`config.mk`:
```
export PLATFORM = sky130hd
export DESIGN_NAME = udp_tx_scheduler
export DESIGN_NICKNAME = d
export VERILOG_FILES = /design/src/rtl/udp_tx_scheduler.sv
export SDC_FILE = /design/constraint.sdc
export NUM_CORES = 1
export LEC_CHECK = 0
export ABC_CLOCK_PERIOD_IN_PS = 13500
export BUFFER_PORTS_ARGS = -buffer_cell sky130_fd_sc_hd__buf_2
export CAP_MARGIN = 20
export CORE_AREA = 3 3 259 261
export DETAILED_ROUTE_END_ITERATION = 10
export DIE_AREA = 0 0 262 264
export GPL_TIMING_DRIVEN = 0
export HOLD_SLACK_MARGIN = 0.08
export PLACE_DENSITY = 0.41
export SLEW_MARGIN = 20
export SYNTH_ARGS = -nofsm -noshare
export SYNTH_HDL_FRONTEND = slang
export SYNTH_SLANG_ARGS = --single-unit
```
`constraint.sdc`:
```
create_clock -name clk -period 13.5 [get_ports clk]
set_input_delay 2.025 -clock clk [delete_from_list [all_inputs] [get_ports clk]]
set_output_delay 2.025 -clock clk [all_outputs]
set_load 0.01 [all_outputs]
```
`src/rtl/udp_tx_scheduler.sv`:
```
// rtl/udp_tx_scheduler.sv - round-robin payload scheduler feeding a UDP transmitter
// Grants one requester per frame, holds tx_send until the transmitter drops ready, then enforces an inter-frame gap.
module udp_tx_scheduler #(
  parameter int NUM_SRC      = 4,
  parameter int DATA_BYTES   = 16,
  parameter int GAP_CYCLES   = 96,
  parameter int SEND_TIMEOUT = 1024
) (
  input  logic                            clk,
  input  logic                            reset,
  input  logic [NUM_SRC-1:0]              req,
  input  logic [NUM_SRC*8*DATA_BYTES-1:0] payload,
  output logic [NUM_SRC-1:0]              ack,
  output logic [8*DATA_BYTES-1:0]         tx_data,
  output logic                            tx_send,
  input  logic                            tx_ready,
  output logic                            busy,
  output logic                            timeout_err,
  output logic [15:0]                     frame_count
);
  localparam int DW = 8 * DATA_BYTES;
  localparam int SW = (NUM_SRC > 1) ? $clog2(NUM_SRC) : 1;
  localparam int TW = $clog2(SEND_TIMEOUT + 1);
  localparam int GW = (GAP_CYCLES > 0) ? $clog2(GAP_CYCLES + 1) : 1;
  localparam logic [SW-1:0] LAST_SRC = SW'(NUM_SRC - 1);
  localparam logic [TW-1:0] TO_LAST  = TW'(SEND_TIMEOUT - 1);
  localparam logic [GW-1:0] GAP_LOAD = GW'(GAP_CYCLES);

  typedef enum logic [1:0] {IDLE, SEND, WAIT_DONE, GAP} state_t;

  state_t          state, state_next;
  logic [SW-1:0]   last_grant, winner;
  logic            found, grant;
  logic [TW-1:0]   to_cnt;
  logic [GW-1:0]   gap_cnt;

  // Round-robin search begins one past the previous winner.
  always_comb begin
    int idx;
    idx    = 0;
    winner = last_grant;
    found  = 1'b0;
    for (int i = 1; i <= NUM_SRC; i++) begin
      idx = int'(last_grant) + i;
      if (idx >= NUM_SRC) idx = idx - NUM_SRC;
      if (!found && req[idx[SW-1:0]]) begin
        found  = 1'b1;
        winner = idx[SW-1:0];
      end
    end
  end

  assign grant = (state == IDLE) && tx_ready && found && !reset;
  assign busy  = (state != IDLE);

  always_comb begin
    ack = '0;
    if (grant) ack[winner] = 1'b1;
  end

  always_comb begin
    state_next = state;
    case (state)
      IDLE:      if (grant) state_next = SEND;
      SEND:      if (!tx_ready) state_next = WAIT_DONE;
                 else if (to_cnt == TO_LAST) state_next = (GAP_CYCLES == 0) ? IDLE : GAP;
      WAIT_DONE: if (tx_ready) state_next = (GAP_CYCLES == 0) ? IDLE : GAP;
      GAP:       if (gap_cnt <= GW'(1)) state_next = IDLE;
      default:   state_next = IDLE;
    endcase
  end

  always_ff @(posedge clk or posedge reset) begin
    if (reset) begin
      state       <= IDLE;
      last_grant  <= LAST_SRC;
      tx_data     <= '0;
      tx_send     <= 1'b0;
      timeout_err <= 1'b0;
      frame_count <= '0;
      to_cnt      <= '0;
      gap_cnt     <= '0;
    end else begin
      state       <= state_next;
      timeout_err <= 1'b0;
      case (state)
        IDLE: if (grant) begin
          last_grant <= winner;
          tx_data    <= payload[int'(winner)*DW +: DW];
          tx_send    <= 1'b1;
          to_cnt     <= '0;
        end
        SEND: if (!tx_ready) begin
          tx_send     <= 1'b0;
          frame_count <= frame_count + 16'd1;
        end else if (to_cnt == TO_LAST) begin
          tx_send     <= 1'b0;
          timeout_err <= 1'b1;
          gap_cnt     <= GAP_LOAD;
        end else begin
          to_cnt <= to_cnt + TW'(1);
        end
        WAIT_DONE: if (tx_ready) gap_cnt <= GAP_LOAD;
        GAP: if (gap_cnt != '0) gap_cnt <= gap_cnt - GW'(1);
        default: ;
      endcase
    end
  end
endmodule

```
# Yosys cells after proc, flatten, opt, wreduce, memory -nomap -nowiden
# Cells that the tools add are included.
[word_totals]
ff_bits = 168
latch_bits = 0
mem_bits_rw = 0
rom_bits = 0
in_bits = 519
out_inout_bits = 151
word_cells = 111
n_memories = 0
[op_classes]
addsub = 11
multipliers = 0
div_mod_pow = 0
magnitude_cmp = 11
eq_ne = 12
shifts = 1
n_mux = 45
bitwise_logic = 1
n_reduce_logical = 22
[op_table]
columns = ["operator", "n"]
rows = [
  ["$shiftx A512 B10 Y128", 1],
  ["$mux W11", 3],
  ["$mux W7", 4],
  ["$mux W2", 13],
  ["$pmux W11 S2", 1],
  ["$pmux W7 S3", 1],
  ["$add A16 B1 Y16 const B", 1],
  ["$lt A2 B3 Y1 const B", 5],
  ["$mux W1", 15],
  ["$ne A2 B2 Y1 const B", 7],
  ["$add A11 B1 Y11 const B", 1],
  ["$eq A11 B10 Y1 const B", 1],
  ["$ge A3 B3 Y1 const B", 3],
  ["$bmux W1 S2", 4],
  ["$pmux W2 S4", 1],
  ["$reduce_and A4 Y1", 2],
  ["$sub A2 B1 Y2 const B", 4],
  ["$le A7 B1 Y1 const B", 1],
  ["$logic_and A1 B1 Y1", 7],
  ["$reduce_bool A7 Y1", 1],
  ["$sub A7 B1 Y7 const B", 1],
  ["$add A2 B2 Y3 const B", 2],
  ["$reduce_and A5 Y1", 1],
  ["$add A2 B3 Y4 const B", 1],
  ["other kinds (16)", 22],
]

# Logic depth before layout (Yosys ltp)
[depth]
depth_word = 20
depth_mapped = 10

# Worst setup path after synthesis
# No wires, ideal clock.
[synth_timing]
path_kind = "input to output"
startpoint = "input req[2]"
endpoint = "output ack[0]"
arrival_time_ns = 3.408
setup_slack_ns = 8.067
stages = 7
path_cell_list = "or3_1 > o31a_1 > buf_2 > nor2_1 > buf_2 > buf_4 > and2_1"
[synth_between]
elab_chain_len = 17
elab_cells_between_ends = 30
classes_between = "2 x order compare; 19 x mux; 9 x reduce/logical"
[synth_lines]
columns = ["element", "line_no", "rtl"]
rows = [
  ["start: declaration", "11", "input logic [NUM_SRC-1:0] req,"],
  ["$bmux W1 S2", "46", "if (!found && req[idx[SW-1:0]]) begin"],
  ["$mux W1 (not written as such)", "46", ""],
  ["$mux W1", "46", ""],
  ["$logic_not A1 Y1", "46", ""],
  ["$logic_and A1 B1 Y1", "46", ""],
  ["$mux W1", "46", ""],
  ["$logic_not A1 Y1", "46", ""],
  ["$logic_and A1 B1 Y1", "46", ""],
  ["$mux W1", "46", ""],
  ["$logic_not A1 Y1", "46", ""],
  ["$logic_and A1 B1 Y1", "46", ""],
  ["$mux W2", "46", ""],
  ["$lt A2 B3 Y1 (not written as such) / $ge A2 B1 Y1 (equally long branches)", "58", "if (grant) ack[winner] = 1'b1;"],
  ["$logic_and A1 B1 Y1 (not written as such)", "58", ""],
  ["$mux W1 (not written as such)", "58", ""],
  ["$demux W1 S2", "58", ""],
  ["$mux W4 *", "58", ""],
  ["end: declaration", "13", "output logic [NUM_SRC-1:0] ack,"],
]
# Every way passes the cells marked *; elsewhere a longest branch is shown, timed or not. The select of a mux whose other input is x is not followed.

# Final worst setup path
[layout_timing]
startpoint = "input req[1]"
endpoint = "output ack[1]"
# Same word-level chain as after synthesis.

==> flow_summary_export.csv <==
group,metric,value,unit
routing,first_pass_iters,5,
logic_synthesis,synth_seq_cells,168,
global_route,grt_use_total,18.15,%
placed_design,hpwlAfterDp,53.70,mm
logic_synthesis,syn_nets,1637,
logic_synthesis,synthArstFlopShare,100.0,%
die,core_area,64700,sq um
clock_network,cts_tree,"yes",
power,power_density,190.4,nW/um^2
sta,fmax,145.1,MHz
setup_path,arrival,4.87,ns
clock_network,htree_levels,4,
setup_path,start_kind,"primary input",
setup_path,path_buf_inv,5,
routing,drt-total-wl,65.77,mm
setup_path,critPathRequiredTime,11.48,ns
placed_design,routabilityCongestion,0.9086,
clock_network,cts_buffers,17,
clock_network,clk_latency,0.48,ns
sta,rsz0062_at_grt,"no",
routing,num_vias,12290,
final_layout,syn_to_final_growth,44.49,%
logic_synthesis,synth_flop_cell,"dfrtp_1",
sta,final-setup-viol-count,0,
global_route,grt_pass1_vias,12900,
sta,finalClockSkew,0.01908,ns
die,die_h,264,um
global_route,grtUsageMet1,20.87,%
setup_path,crit_type,"primary input to primary output",
outcome,status,"finished, final reports clean",
die,die_area,69170,sq um
clock_network,cts-resized-gates,0,
clock_network,cts_setup_buffers,0,
clock_network,clk_pin_slew,0.07,ns
sta,fin_tns_setup,0,ns
setup_path,endpoint_kind,"primary output",
routing,drc,0,
sta,slew_violations,0,
logic_synthesis,synth.distinct_cells,58,
setup_path,critPathMaxStageDelay,0.82,ns
clock_network,cts_hold_buf,0,
logic_synthesis,yosysWarnings,0,
global_route,grt_util_met2,32.71,%
logic_synthesis,yosysSeqAreaShare,36.89,%
logic_synthesis,synth_edf_count,0,
final_layout,fin_area,16470,sq um
setup_path,crit_fanout,10,
die,start_util,17.62,%
placed_design,placed_cell_area,15860,sq um
setup_path,crit_top_cell,"buf_2",
setup_path,crit_path_cell_trace,"buf_2 > nor4_2 > or3_4 > buf_6 > buf_2 > clkbuf_1 > nor3_1 > buf_2",
die,rows,93,
global_route,grt.overflow.total,0,
final_layout,final_layout_size_suffix_gt1_share,47.32,%
logic_synthesis,netlist_area,11400,sq um
routing,drtIter0Drc,727,
global_route,antenna_found_initial,8,
setup_path,slowest_stage,"clkbuf_1",
routing,wl_per_cell,24.65,um
global_route,grt_max_degree,88,
setup_path,critPathTopFamily,"buffers and inverters",
sta,maxSlewHeadroom,31.16,%
die,pin_count,670,
final_layout,n_fill_cell,7130,
logic_synthesis,synth_top_area_cell,"dfrtp_1",
routing,viasPerCell,4.606,
logic_synthesis,synth_top_area_share,36.43,%
global_route,grt_pass1_wl,90.38,mm
hold_path,hp-class,"register to register",
sta,worst_pin_slew,1.033,ns
power,leakage,7.794,nW
clock_network,cts.path.max_buffers,2,
power,ir_drop,0.00008263,V
logic_synthesis,synth.top_cells.by_area,"dfrtp_1, nand3_1, a221o_1, mux2i_1, mux2_2",
sta,fin_crit,6.892,ns
sta,finalHoldViolCount,0,
sta,period_share,51.05,%
clock_network,clk_root_buffer_cell,"clkbuf_16",
placed_design,io_buffer_count,669,
clock_network,cts.sinks,168,
flow_run,drv_cap,0,
logic_synthesis,syn_avg_cell_area,10.28,sq um
global_route,use_met3,3.998,%
global_route,top_usage_layer,"met2",
final_layout,nets,2326,
logic_synthesis,postSynthCellCount,1109,
routing,ant_nets,0,
die,fp.dieW,262,um
-- report_power, final --
group	total, mW	switching [mW]	internal [mW]
Clock	0.540	0.235	0.305
Sequential	0.867	0.154	0.712
Combinational	1.73	1.01	0.722
-- layer usage --
layer,routed length [um],vias up,part of all wire [%]
li1,-,5661,-
met1,25690,5937,39
met2,33620,623,51
met3,4618,62,7.0
met4,1798,6,2.7
met5,32,-,0.049
-- worst paths after layout --
path                                 start               to  slack, ns  depth (start not counted)
setup / recovery                    req[1]           ack[1]       6.61                          8
hold / removal             frame_count[15]  frame_count[15]       0.47                          1
setup reg to reg                  state[0]      tx_data[66]       9.72                          9
hold reg to reg            frame_count[15]  frame_count[15]       0.47                          1
max in group asynchronous            reset       tx_data[2]      10.91                          3
min in group asynchronous            reset      timeout_err       1.65                          2
-- cell families (layout without fill, tap and decap cells) --
logic type,after synthesis,in the layout,share of synthesized area [%]
simple gates,341,341,15.20
mux,260,260,24.26
compound gates,176,176,14.54
flops,168,168,36.89
buf+inv,133,833,6.430
xor+xnor,22,22,1.690
fa+ha+maj,9,9,0.9876
other cells,0,4,0
-- cell type report --
class | count | area (sq um) | share of cell area, %
Timing Repair Buffer | 670 | 3376 | 20.49
Multi-Input combinational cell | 808 | 6462 | 39.23
Clock inverter | 10 | 142.6 | 0.8658
Sequential cell | 168 | 4207 | 25.53
Tap cell | 855 | 1070 | 6.494
Buffer | 118 | 676.9 | 4.109
Clock buffer | 20 | 466.7 | 2.833
Inverter | 15 | 63.81 | 0.3873
Antenna cell | 4 | 10.01 | 0.06076
-- registers in the layout (all words and copies together) (netlist names) --
name and cells:
tx_send 1, timeout_err 1, state 2, tx_data 128, last_grant 2, to_cnt 11, gap_cnt 7, frame_count 16
-- layout by cell type, fill, tap and decap left out, types with 3 or more instances in the layout --
master and n:
buf_4 4, buf_1 8, a21oi_1 6, bufinv_16 3
diode_2 4, nor2_1 22, dfrtp_1 166, clkbuf_1 55
inv_1 14, mux2_1 45, a221o_1 129, and3_1 5
buf_2 702, o21ai_0 5, buf_6 8, a211oi_1 6
clkbuf_16 17, ha_1 9, xor2_1 3, o21ai_1 9
mux2_2 86, xnor2_1 19, nand2_1 21, clkbuf_8 3
buf_8 9, mux2i_1 129, nand3_1 262, nand4_1 8
nor3_1 4
-- Yosys cell counts, types with 2 or more instances --
| cell type | count |
|---|---|
| buf_4 | 4 |
| ha_1 | 9 |
| dfstp_2 | 2 |
| mux2_1 | 45 |
| a21oi_1 | 6 |
| o21ai_1 | 9 |
| and3_1 | 5 |
| a21o_1 | 2 |
| xnor2_1 | 19 |
| nand2_1 | 21 |
| buf_2 | 33 |
| mux2_2 | 86 |
| dfrtp_1 | 166 |
| and4_1 | 2 |
| and2_1 | 2 |
| inv_1 | 15 |
| clkbuf_1 | 55 |
| nand3_1 | 262 |
| a211oi_2 | 2 |
| a221o_1 | 129 |
| xor2_1 | 3 |
| buf_1 | 8 |
| nor4_1 | 2 |
| nand4_1 | 8 |
| a31oi_1 | 2 |
| o21bai_1 | 2 |
| o21ai_0 | 5 |
| nor3_1 | 4 |
| a211oi_1 | 6 |
| mux2i_1 | 129 |
| nor2b_1 | 2 |
| buf_6 | 8 |
| o31ai_1 | 2 |
| nor2_1 | 22 |
| buf_8 | 9 |
-- metrics by stage --
step / util, % / cells / total power, mW / hold WS (ns) / worst slack [ns]
2_1_floorplan: - / 1109 / 1.866 / 0.4607 / 6.932
3_3_place_gp: 24.45 / 2633 / 2.630 / 0.4603 / 3.972
3_5_place_dp: 24.51 / 2634 / 2.635 / 0.4596 / 6.344
4_1_cts: 25.45 / 2664 / 3.203 / 0.4698 / 6.333
5_1_grt: 25.46 / 2667 / 3.322 / 0.4977 / 6.304
6_report: 25.46 / 2668 / 3.137 / 0.4692 / 6.608
Note: power is estimated with default switching activity, not from simulation.
